`src/rtl/seg7_scan_driver.sv`:
```
`default_nettype none
// ============================================================================
//  Module   : seg7_scan_driver
//  Purpose  : Multiplexed hex seven-segment scanner with per-frame snapshot,
//             leading-zero blanking, decimal points and PWM brightness.
//  Revision : 1.0 - initial release
// ============================================================================
module seg7_scan_driver #(
    parameter int unsigned DIGITS   = 4,
    parameter int unsigned CLK_HZ   = 100000000,
    parameter int unsigned SCAN_HZ  = 1000,
    parameter int unsigned PWM_BITS = 4
) (
    input  logic                  Clk_100M,
    input  logic                  Reset,
    input  logic [4*DIGITS-1:0]   Value,
    input  logic [DIGITS-1:0]     DecimalPoints,
    input  logic                  BlankLeadingZeros,
    input  logic [PWM_BITS:0]     Brightness,
    input  logic                  Enable,
    output logic [DIGITS-1:0]     SegmentDrivers,
    output logic [7:0]            SevenSegment,
    output logic                  FrameStart
);

    localparam int unsigned TICKS_RAW = CLK_HZ / SCAN_HZ;
    localparam int unsigned TICKS     = (TICKS_RAW < 2) ? 2 : TICKS_RAW;
    localparam int unsigned SLOT_W    = $clog2(TICKS);
    localparam int unsigned DIGIT_W   = (DIGITS > 1) ? $clog2(DIGITS) : 1;
    localparam logic [SLOT_W-1:0]  SLOT_LAST  = SLOT_W'(TICKS - 1);
    localparam logic [DIGIT_W-1:0] DIGIT_LAST = DIGIT_W'(DIGITS - 1);

    // Active-low gfedcba patterns for hex digits 0..F.
    function automatic logic [6:0] hex_to_seg(input logic [3:0] nib);
        logic [6:0] seg;
        case (nib)
            4'h0:    seg = 7'h40;
            4'h1:    seg = 7'h79;
            4'h2:    seg = 7'h24;
            4'h3:    seg = 7'h30;
            4'h4:    seg = 7'h19;
            4'h5:    seg = 7'h12;
            4'h6:    seg = 7'h02;
            4'h7:    seg = 7'h78;
            4'h8:    seg = 7'h00;
            4'h9:    seg = 7'h10;
            4'hA:    seg = 7'h08;
            4'hB:    seg = 7'h03;
            4'hC:    seg = 7'h46;
            4'hD:    seg = 7'h21;
            4'hE:    seg = 7'h06;
            default: seg = 7'h0E;
        endcase
        return seg;
    endfunction

    logic [SLOT_W-1:0]   slot_cnt_q,  slot_cnt_d;
    logic [DIGIT_W-1:0]  digit_idx_q, digit_idx_d;
    logic [PWM_BITS-1:0] pwm_cnt_q,   pwm_cnt_d;

    logic [4*DIGITS-1:0] snap_value_q, snap_value_d;
    logic [DIGITS-1:0]   snap_dp_q,    snap_dp_d;
    logic                snap_blz_q,   snap_blz_d;

    logic [DIGITS-1:0]   seg_drv_q,     seg_drv_d;
    logic [7:0]          seven_seg_q,   seven_seg_d;
    logic                frame_start_q, frame_start_d;

    logic                snap_cycle;
    logic                slot_wrap;
    logic [DIGITS-1:0]   zero_above;
    logic [3:0]          cur_nib;
    logic                cur_dp;
    logic                cur_blank;
    logic                drive_ok;

    always_comb begin
        snap_cycle  = (slot_cnt_q == '0) && (digit_idx_q == '0);
        slot_wrap   = (slot_cnt_q == SLOT_LAST);

        slot_cnt_d  = slot_wrap ? '0 : slot_cnt_q + SLOT_W'(1);
        digit_idx_d = digit_idx_q;
        if (slot_wrap) begin
            digit_idx_d = (digit_idx_q == DIGIT_LAST) ? '0 : digit_idx_q + DIGIT_W'(1);
        end
        pwm_cnt_d   = pwm_cnt_q + PWM_BITS'(1);

        snap_value_d = snap_value_q;
        snap_dp_d    = snap_dp_q;
        snap_blz_d   = snap_blz_q;
        if (snap_cycle) begin
            snap_value_d = Value;
            snap_dp_d    = DecimalPoints;
            snap_blz_d   = BlankLeadingZeros;
        end
    end

    // The decode works from the snapshot as it will be after this cycle, so the
    // first slot of a frame already shows the freshly captured value.
    always_comb begin
        zero_above = '0;
        zero_above[DIGITS-1] = (snap_value_d[4*(DIGITS-1) +: 4] == 4'h0);
        for (int i = int'(DIGITS) - 2; i >= 0; i--) begin
            zero_above[i] = zero_above[i+1] && (snap_value_d[4*i +: 4] == 4'h0);
        end

        cur_nib   = 4'h0;
        cur_dp    = 1'b0;
        cur_blank = 1'b0;
        for (int i = 0; i < int'(DIGITS); i++) begin
            if (digit_idx_q == DIGIT_W'(i)) begin
                cur_nib   = snap_value_d[4*i +: 4];
                cur_dp    = snap_dp_d[i];
                cur_blank = (i != 0) && snap_blz_d && zero_above[i];
            end
        end

        seven_seg_d = {~cur_dp, cur_blank ? 7'h7F : hex_to_seg(cur_nib)};

        // Slot position 0 is a dead cycle so the previous digit's segments never
        // bleed onto the newly selected anode.
        drive_ok = Enable && (slot_cnt_q != '0) && ({1'b0, pwm_cnt_q} < Brightness);
        seg_drv_d = '1;
        for (int i = 0; i < int'(DIGITS); i++) begin
            if (drive_ok && (digit_idx_q == DIGIT_W'(i))) begin
                seg_drv_d[i] = 1'b0;
            end
        end

        frame_start_d = snap_cycle;
    end

    always_ff @(posedge Clk_100M or posedge Reset) begin
        if (Reset) begin
            slot_cnt_q    <= '0;
            digit_idx_q   <= '0;
            pwm_cnt_q     <= '0;
            snap_value_q  <= '0;
            snap_dp_q     <= '0;
            snap_blz_q    <= 1'b0;
            seg_drv_q     <= '1;
            seven_seg_q   <= 8'hFF;
            frame_start_q <= 1'b0;
        end else begin
            slot_cnt_q    <= slot_cnt_d;
            digit_idx_q   <= digit_idx_d;
            pwm_cnt_q     <= pwm_cnt_d;
            snap_value_q  <= snap_value_d;
            snap_dp_q     <= snap_dp_d;
            snap_blz_q    <= snap_blz_d;
            seg_drv_q     <= seg_drv_d;
            seven_seg_q   <= seven_seg_d;
            frame_start_q <= frame_start_d;
        end
    end

    assign SegmentDrivers = seg_drv_q;
    assign SevenSegment   = seven_seg_q;
    assign FrameStart     = frame_start_q;

endmodule
`default_nettype wire

```
`config.mk`:
```
export PLATFORM = sky130hd
export DESIGN_NAME = seg7_scan_driver
export DESIGN_NICKNAME = d
export VERILOG_FILES = /design/src/rtl/seg7_scan_driver.sv
export SDC_FILE = /design/constraint.sdc
export NUM_CORES = 1
export LEC_CHECK = 0
export CAP_MARGIN = 40
export CELL_PAD_IN_SITES_DETAIL_PLACEMENT = 0
export CELL_PAD_IN_SITES_GLOBAL_PLACEMENT = 1
export CORE_MARGIN = 2
export CORE_UTILIZATION = 38
export DETAILED_ROUTE_END_ITERATION = 7
export GPL_TIMING_DRIVEN = 1
export PLACE_DENSITY = 0.76
export RECOVER_POWER = 50
export SLEW_MARGIN = 30
export SYNTH_ARGS = -nofsm -noshare
export SYNTH_HDL_FRONTEND = slang
export SYNTH_SLANG_ARGS = --single-unit
```
`constraint.sdc`:
```
create_clock -name Clk_100M -period 2.9 [get_ports Clk_100M]
set_input_delay 0.29 -clock Clk_100M [delete_from_list [all_inputs] [get_ports Clk_100M]]
set_output_delay 0.29 -clock Clk_100M [all_outputs]
set_load 0.02 [all_outputs]
```
==> impl_metrics.tcl <==
set metrics [dict create \
    grt_overflow 0 \
    reg2reg_to "SevenSegment[1]$_DFF_PP1_" \
    synth_edf_count 0 \
    maxCapViolations 0 \
    fp.coreArea_mm2 0.00761 \
    netlist_instances 283 \
    critPathKind "reg2reg" \
    dpl_cell_area_mm2 0.00363 \
    worstSkewPairLatency_ps 330 \
    finalNetCount 404 \
    hold_viol 0 \
    period_needed_ps 2730 \
    seq_power_share_pct 51.3 \
    clock_path_buffers 2 \
    status "completed" \
    gp_congestion 0.814 \
    power_frac_comb_pct 10.6 \
    ant_nets 0 \
    vias 2269 \
    leakagePower_nw 1.80 \
    grt_pass1_vias 2314 \
    yosysSeqAreaShare_pct 48.8 \
    cp_max_fo 9 \
    finClkSkew_ps 10.7 \
    hold_class "reg2reg" \
    grtUsageTotal_pct 16.3 \
    whs_path_depth 1 \
    place_ws_ps -92.3 \
    vias_per_cell 4.86 \
    die_w_um 92.2 \
    ys_async_sr_fraction_pct 100 \
    fin_tns_setup_ps 0 \
    grt_first_pass_wirelength_um 10800 \
    synth_area_mm2 0.00295 \
    fillCellCount 710 \
    peakVddDrop_mv 0.199 \
    netSwitchingPower_mw 0.384 \
    wl_per_cell_um 13.7 \
    critPathLaunchType "register" \
    diodes 0 \
    drt_iter0_drc 80 \
    whs_endpoint "pwm_cnt_q[0]$_DFF_PP0_" \
    dieHeight_um 92.2 \
    cts_inserted_buffers 9 \
    syn-num-nets 327 \
    min-delay-start "pwm_cnt_q[0]$_DFF_PP0_" \
    synth_cell_type_count 51 \
    fmaxAchievable_mhz 366 \
    worst_ep_arrival_time_ps 2960 \
    cts.clk_slew.worst_paths_ps 70 \
    cts_tree "done" \
    final_area_mm2 0.00390 \
    ys_warn_count 0 \
    htree_levels 3 \
    min_period_over_period_pct 94.3 \
    numClockSinks 57 \
    power_density_mw_per_mm2 418 \
    rrSetupSlack_ps 170 \
    r2r_start "digit_idx_q[0]$_DFFE_PP0N_" \
    worst_setup_path_end_kind "register" \
    worst_pin_slew_ps 1380 \
    synthFlopType "dfrtp_1" \
    setup_slack_ps 166 \
    drive_gt1_share_pct 24.7 \
    antenna_found_initial 0 \
    start_util_pct 38.8 \
    p_int_mw 1.25 \
    synth.avg_cell_area_um2 10.4 \
    drc 0 \
    portBuffers 41 \
    clock_power_share_pct 38.1 \
    rows 32 \
    crit_required_ps 3130 \
    wl_um 6410 \
    grt_max_degree 58 \
    setup_violations 0 \
    r2r_cells 11 \
    syn_to_final_growth_pct 32.0 \
    maxSlewViolCount 0 \
    slew_headroom_pct 7.71 \
    pin_count 42 \
    swShare_pct 23.6 \
    dieArea_mm2 0.00849 \
    hpwlAfterDp_um 4630 \
    post-route-util_pct 51.2 \
    cts-root-buf "clkbuf_8" \
    firstDrtPassIters 4 \
    synth_seq_cells 57 \
    cts_hold_buf 0 \
]
## synth_stat cells, types with 2 or more instances
cell / number / area [um2]
nand2b_1: 2 / 12.5
xnor2_1: 10 / 87.6
nand2_1: 37 / 139
nor2_2: 3 / 18.8
buf_6: 4 / 45.0
and2_1: 3 / 18.8
o221ai_1: 3 / 26.3
a21oi_1: 7 / 35.0
nand4_1: 10 / 62.6
a211oi_1: 4 / 30.0
nor2b_1: 3 / 18.8
nor2_1: 12 / 45.0
dfrtp_1: 45 / 1130
mux2_2: 6 / 67.6
nor3_1: 5 / 25.0
and4_1: 2 / 17.5
mux2i_1: 8 / 80.1
clkbuf_1: 4 / 15.0
dfstp_2: 12 / 315
inv_1: 24 / 90.1
o211a_1: 2 / 20.0
o21ai_1: 2 / 10.0
and3_1: 6 / 37.5
nand3_1: 11 / 55.1
buf_2: 3 / 15.0
o21ai_0: 11 / 55.1
xor2_1: 5 / 43.8
ha_1: 15 / 188
a21boi_0: 2 / 15.0
## cells by family (layout without fill, tap and decap cells)
logic type               count (synthesis)  after routing  share of synthesized area [%]
AO/OA/AOI/OAI                           44             44                           11.5
XOR/XNOR                                15             15                           4.45
adder cells (fa/ha/maj)                 15             15                           6.36
buffers and inverters                   36            118                           5.85
flip-flops                              57             57                           48.8
multiplexers                            14             14                           5.00
AND/OR/NAND/NOR                        102            102                           18.0
## cell type report
type,instances,area [um2],share of cell area (%)
clock buffers,12,145,3.72
clock inverters,4,20.0,0.513
inverters,24,90.1,2.31
multi-input cells,190,1390,35.7
flip-flops and latches,57,1440,37.0
well taps,102,128,3.27
repair buffers,78,682,17.5
## flip-flops by register name, summed over array words and instances (netlist names)
| name | flops |
|---|---|
| snap_blz_q | 1 |
| SevenSegment | 8 |
| FrameStart | 1 |
| pwm_cnt_q | 4 |
| digit_idx_q | 2 |
| snap_dp_q | 4 |
| slot_cnt_q | 17 |
| SegmentDrivers | 4 |
| snap_value_q | 16 |
## placed cells by master, fill, tap and decap left out, types with 2 or more instances in the layout
cell type	synthesis	final
o21ai_1	2	5
nand2_1	37	37
nor2_1	12	12
nand2b_1	2	2
and3_1	6	5
and4_1	2	2
a221oi_2	1	2
o211a_1	2	2
nand4_1	10	10
nand3_1	11	11
a211oi_1	4	2
dfstp_2	12	12
xnor2_1	10	10
clkbuf_1	4	3
clkbuf_8	0	10
a211oi_2	0	2
ha_1	15	15
and2_4	0	2
mux2i_1	8	7
clkinv_2	0	4
nor2b_1	3	2
dfrtp_1	45	45
inv_1	24	23
nor2_2	3	3
mux2_2	6	6
xor2_1	5	5
o221ai_1	3	3
o21ai_0	11	8
clkdlybuf4s50_1	0	40
nor3_1	5	5
a21oi_1	7	7
buf_4	1	35
## worst max path at each step
stage / startpoint / endpoint / slack (ps)
after detailed placement: slot_cnt_q[11]$_DFF_PP0_ / SevenSegment[3]$_DFF_PP1_ / -90
after global placement: digit_idx_q[0]$_DFFE_PP0N_ / SevenSegment[2]$_DFF_PP1_ / -100
after CTS: digit_idx_q[0]$_DFFE_PP0N_ / SevenSegment[2]$_DFF_PP1_ / 30
after floorplan: slot_cnt_q[0]$_DFF_PP0_ / SevenSegment[3]$_DFF_PP1_ / 140
after global routing: slot_cnt_q[11]$_DFF_PP0_ / SevenSegment[0]$_DFF_PP1_ / -5
final: digit_idx_q[0]$_DFFE_PP0N_ / SevenSegment[1]$_DFF_PP1_ / 170
## timing repair
item | 4_1_cts | 5_1_grt
endpoints found under the setup margin | 7 | 7
resized for setup | 3 | 15
buffers inserted | 1 | 6
pin swaps | 2 | 4
## power groups by stage
stage               Clock (mW)  Combinational, mW  Sequential, mW
floorplan                    0             0.0705           0.861
global placement             0              0.166           0.848
detailed placement           0              0.165           0.848
CTS                      0.644              0.166           0.835
global route             0.687              0.189           0.837
finish                   0.621              0.172           0.835
## layer usage
layer | GRT usage (%) | wire [um] | up-vias
li1 | - | - | 1134
met4 | 5.97 | 68 | 0
met1 | 21.1 | 3050 | 1092
met5 | 0 | 0 | -
met2 | 26.7 | 3080 | 39
met3 | 3.70 | 207 | 4
## per-stage QoR
stage / power, mW / hold slack (ps) / std cells
finish: 1.63 / 464 / 467
global route: 1.71 / 497 / 467
CTS: 1.65 / 473 / 461
detailed placement: 1.01 / 459 / 444
global placement: 1.01 / 455 / 444
floorplan: 0.931 / 415 / 283
## critical path: stages (launching register included)
cell and delay [ps]:
dfrtp_1 400, inv_1 120, ha_1 180, or4b_4 520
nor2_2 140, buf_4 160, and3_1 210, o41ai_4 90
buf_4 180, and2_4 170, mux2_2 260, o221ai_1 200
Power figures use the tool's default switching activity.
